<file path="config.mk">
export PLATFORM = sky130hd
export DESIGN_NAME = bitserial_gather
export DESIGN_NICKNAME = d
export VERILOG_FILES = /design/src/rtl/bitserial_pkg.sv /design/src/rtl/bitserial_gather_sipo_lane.sv /design/src/rtl/bitserial_gather.sv
export SDC_FILE = /design/constraint.sdc
export NUM_CORES = 1
export LEC_CHECK = 0
export CORE_UTILIZATION = 47
export CTS_BUF_LIST = sky130_fd_sc_hd__clkbuf_8 sky130_fd_sc_hd__clkbuf_16
export DETAILED_ROUTE_END_ITERATION = 7
export GPL_ROUTABILITY_DRIVEN = 0
export PLACE_DENSITY = 0.79
export SLEW_MARGIN = 20
export SYNTH_ARGS = -nofsm -noshare
export SYNTH_HDL_FRONTEND = slang
export SYNTH_SLANG_ARGS = --single-unit
</file>
<file path="constraint.sdc">
create_clock -name clk -period 2.26 [get_ports clk]
set_input_delay 0.565 -clock clk [delete_from_list [all_inputs] [get_ports clk]]
set_output_delay 0.565 -clock clk [all_outputs]
set_load 0.05 [all_outputs]
</file>
<file path="src/rtl/bitserial_pkg.sv">
// Shared definitions for the bit-serial gather block.
// Holds the holding-register state encoding and the counter width helper.
package bitserial_pkg;

    typedef enum logic {
        EMPTY = 1'b0,
        FULL  = 1'b1
    } hold_state_t;

    localparam int N_DEFAULT = 8;
    localparam int CNT_W     = $clog2(N_DEFAULT);

    // Bit-counter width for an arbitrary word length (N >= 2 keeps this >= 1).
    function automatic int cnt_width(input int n);
        return $clog2(n);
    endfunction

endpackage

</file>
<file path="src/rtl/bitserial_gather_sipo_lane.sv">
// One bit-serial lane: an N-bit shift register that takes a new bit at
// bit 0 on every qualified step, so the first bit received ends up at the MSB.
module sipo_lane #(
    parameter int N = 8
) (
    input  logic         clk,
    input  logic         clr,
    input  logic         step,
    input  logic         din,
    output logic [N-1:0] q
);

    always_ff @(posedge clk or posedge clr) begin
        if (clr) begin
            q <= '0;
        end else if (step) begin
            q <= {q[N-2:0], din};
        end
    end

endmodule

</file>
<file path="src/rtl/bitserial_gather.sv">
// Gathers W bit-serial lanes of N-bit MSB-first words into one parallel word
// presented through a single-entry holding register with valid/ready handshake.
module bitserial_gather
    import bitserial_pkg::*;
#(
    parameter int W = 4,
    parameter int N = 8
) (
    input  logic           clk,
    input  logic           clr,
    input  logic           step,
    input  logic           sof,
    input  logic [W-1:0]   in,
    output logic [W*N-1:0] out,
    output logic           out_valid,
    input  logic           out_ready,
    output logic           overrun,
    input  logic           overrun_clr
);

    localparam int            CW   = cnt_width(N);
    localparam logic [CW-1:0] LAST = CW'(N - 1);

    logic [CW-1:0]  cnt_p0;
    logic [W*N-1:0] lanes_p0;
    logic [W*N-1:0] word_p0;
    logic           done_p0;
    logic [W*N-1:0] hold_p1;
    logic           load;
    logic           drop;
    hold_state_t    state;
    hold_state_t    state_nxt;

    // Stage p0: per-lane shift registers; the completing bit joins the word
    // combinationally so it can be loaded on the same edge it arrives.
    for (genvar gi = 0; gi < W; gi++) begin : g_lane
        sipo_lane #(.N(N)) u_lane (
            .clk  (clk),
            .clr  (clr),
            .step (step),
            .din  (in[gi]),
            .q    (lanes_p0[gi*N +: N])
        );
        assign word_p0[gi*N +: N] = {lanes_p0[gi*N +: N-1], in[gi]};
    end

    // A sof step is always bit 0, so it can never complete a word.
    assign done_p0 = step && !sof && (cnt_p0 == LAST);

    always_ff @(posedge clk or posedge clr) begin
        if (clr) begin
            cnt_p0 <= '0;
        end else if (step) begin
            if (sof) begin
                cnt_p0 <= CW'(1);
            end else if (cnt_p0 == LAST) begin
                cnt_p0 <= '0;
            end else begin
                cnt_p0 <= cnt_p0 + CW'(1);
            end
        end
    end

    // Stage p1: holding register FSM.
    always_ff @(posedge clk or posedge clr) begin
        if (clr) begin
            state <= EMPTY;
        end else begin
            state <= state_nxt;
        end
    end

    always_comb begin
        state_nxt = state;
        case (state)
            EMPTY:   if (done_p0) state_nxt = FULL;
            FULL:    if (out_ready && !done_p0) state_nxt = EMPTY;
            default: state_nxt = EMPTY;
        endcase
    end

    always_comb begin
        out_valid = (state == FULL);
        load      = done_p0 && ((state == EMPTY) || out_ready);
        drop      = done_p0 && (state == FULL) && !out_ready;
    end

    always_ff @(posedge clk or posedge clr) begin
        if (clr) begin
            hold_p1 <= '0;
        end else if (load) begin
            hold_p1 <= word_p0;
        end
    end

    // A new drop outranks a simultaneous clear request.
    always_ff @(posedge clk or posedge clr) begin
        if (clr) begin
            overrun <= 1'b0;
        end else if (drop) begin
            overrun <= 1'b1;
        end else if (overrun_clr) begin
            overrun <= 1'b0;
        end
    end

    assign out = hold_p1;

endmodule

</file>
==> results.cfg <==
[run_status]
status = finished, final reports clean

[power]
vdd_drop_max_mv = 0.6145
leakagePower_uw = 0.001536
power.total_uw = 4200
pwr_density_cell_nw_per_um2 = 1243

[logic_synthesis]
synthAdderAreaFrac_pct = 0.9483
ys_seq_area_share_pct = 61.64
netlist_area_um2 = 2639
synth_cell_types = 18
synthCells = 153
synth_area_leaders = dfrtp_1 62%, mux2_4 17%, mux2_2 13%
synth-simple-area-share_pct = 2.608
synth.top_cell.area_share_pct = 61.64
synthXorXnorAreaFrac_pct = 0
yosys_warnings = 0
synth_largest_area_cell = dfrtp_1
synthMuxAreaShare_pct = 29.87
syn-num-nets = 165
synth-seq-cells = 65
synth_top_family_by_area = multiplexers
synth_compound_area_share_pct = 0.8061
syn_avg_cell_area_um2 = 17.25

[cells_and_area]
final_cells = 279
nets = 216
drive_gt1_share_pct = 40.19
final_cell_mix = 65 x dfrtp_1, 43 x clkdlybuf4s50_1, 30 x mux2_2, 30 x mux2_4, 11 x clkbuf_8
diodes = 0
final_common_cell = dfrtp_1
syn_to_final_growth_pct = 28.07
fillers = 376

[sta]
clock_skew_ns = 0.005661
finalHoldWorstSlack_ns = 0.5061
worst_slew_pin_slew_ns = 0.5282
finalMaxSlewViolations = 0
period_needed_ns = 2.107
slew_headroom_pct = 64.68
setup_viol = 0
hold_viol_final = 0
finalCritPeriodShare_pct = 93.23
rsz0062_at_grt = false
fmax_mhz = 474.6
setup-tns-final_ns = 0

[cts]
clockBufferDepth = 2
cts_hold_buffers = 0
cts_setup_buffers = 0
cts_made_buffers = 9
root_buffer = clkbuf_8
clock_latency_ns = 0.33
clk_pin_slew_ns = 0.07
h-tree-depth = 3
cts.sinks = 65
cts-resized-gates = 0
cts_tree = done

[grt]
first_global_vias = 1498
grt_pass1_wl_mm = 7.376
grt_max_degree = 34
antenna_found_initial = 0
grt_overflow = 0
grt_use_total_pct = 16.52

[routing]
vias_per_cell = 4.896
drt_iter0_markers = 70
drc = 0
antenna_left = 0
wl_mm = 4.372
routed-via-count = 1366
drt_first_pass_iters = 3
routedWlPerCell_um = 15.67

[critical_path]
crit_path_end_kind = primary output
cp.required_ns = 1.69
critPathKind = register to primary output
worst_path_max_delay_cell = clkdlybuf4s50_1
worst-path-buf-inv = 1
reg2reg_from = cnt_p0[0]
path_cells = clkdlybuf4s50_1
cp_max_fo = 2
max_stage_delay_ns = 0.84
cp_top_family = buffers and inverters
critPathArrivalTime_ns = 1.54
startpoint = out[18]
start_kind = register

[floorplanning]
rows = 26
dieArea_um2 = 5918
core_region_area_um2 = 5270
fp.dieW_um = 76.93
dieHeight_um = 76.93
pin_count = 44
initial_core_util_pct = 50.07

[hold_path]
hold_start = g_lane[0].u_lane.q[6]
hp-class = register to register

[placed_design]
dp_cells = 263
dp_hpwl_mm = 2.959
port_buffers = 43

[flow_run]
drv_cap = 0
cells by family after synthesis:
kind of cell	count (synthesis)
muxes	60
DFF	65
AOI/OAI and AO/OA	4
and+or+nand+nor	10
adders and majority gates	2
buffers and inverters	12
synth_stat cells, drive strengths merged:
library cell / instances
a21oi: 1
nor2b: 2
inv: 4
mux2: 60
nor2: 3
ha: 2
buf: 8
o21ai: 2
nand2b: 1
nand2: 3
dfrtp: 65
nand3b: 1
o22ai: 1
flip-flops by register name, indices dropped and copies added, names as in the netlist:
register         flops
cnt_p0               3
g_lane.u_lane.q     28
out_valid            1
overrun              1
out                 32
area by class of cell:
class                   count  area, um2  area share (%)
flip-flops and latches     65       1627           48.13
well taps                  70      87.58           2.592
repair buffers             48      518.0           15.33
clock inverters             5      77.57           2.295
clock buffers              11      151.4           4.480
inverters                   4      15.01          0.4443
multi-input cells          76      903.4           26.73
metrics by stage:
| step | utilization [%] | setup slack [ns] | instance area, um2 |
|---|---|---|---|
| finish | 64.13 | 0.1531 | 3379 |
| detailed placement | 59.78 | 0.1945 | 3151 |
| CTS | 64.13 | 0.1193 | 3379 |
| global route | 64.13 | 0.1136 | 3379 |
| floorplan | - | 0.06855 | 2639 |
| global placement | 59.78 | 0.2394 | 3151 |
report_power, final:
group | leakage [uW] | internal [uW] | switching, uW | total (uW)
logic | 0.000593 | 621 | 812 | 1430
registers | 0.000828 | 1470 | 198 | 1660
clock network | 0.000115 | 677 | 427 | 1100
per-layer routing:
| layer | vias to the layer above | track usage [%] | wire (um) |
|---|---|---|---|
| met2 | 29 | 26.07 | 2136 |
| met1 | 699 | 20.32 | 1973 |
| li1 | 626 | - | - |
| met3 | 12 | 5.000 | 145 |
| met5 | - | 0 | 0 |
| met4 | 0 | 8.846 | 116 |
path summary, 6_finish.rpt:
kind | endpoint | slack (ns) | depth (start not counted)
hold / removal | out[7] | 0.51 | 1
setup reg to reg | out[31] | 0.56 | 6
hold reg to reg | out[7] | 0.51 | 1
max in group asynchronous | out[26] | 1.17 | 3
setup / recovery | out[18] | 0.15 | 1
min in group asynchronous | out[8] | 0.59 | 2
Power figures use the tool's default switching activity.
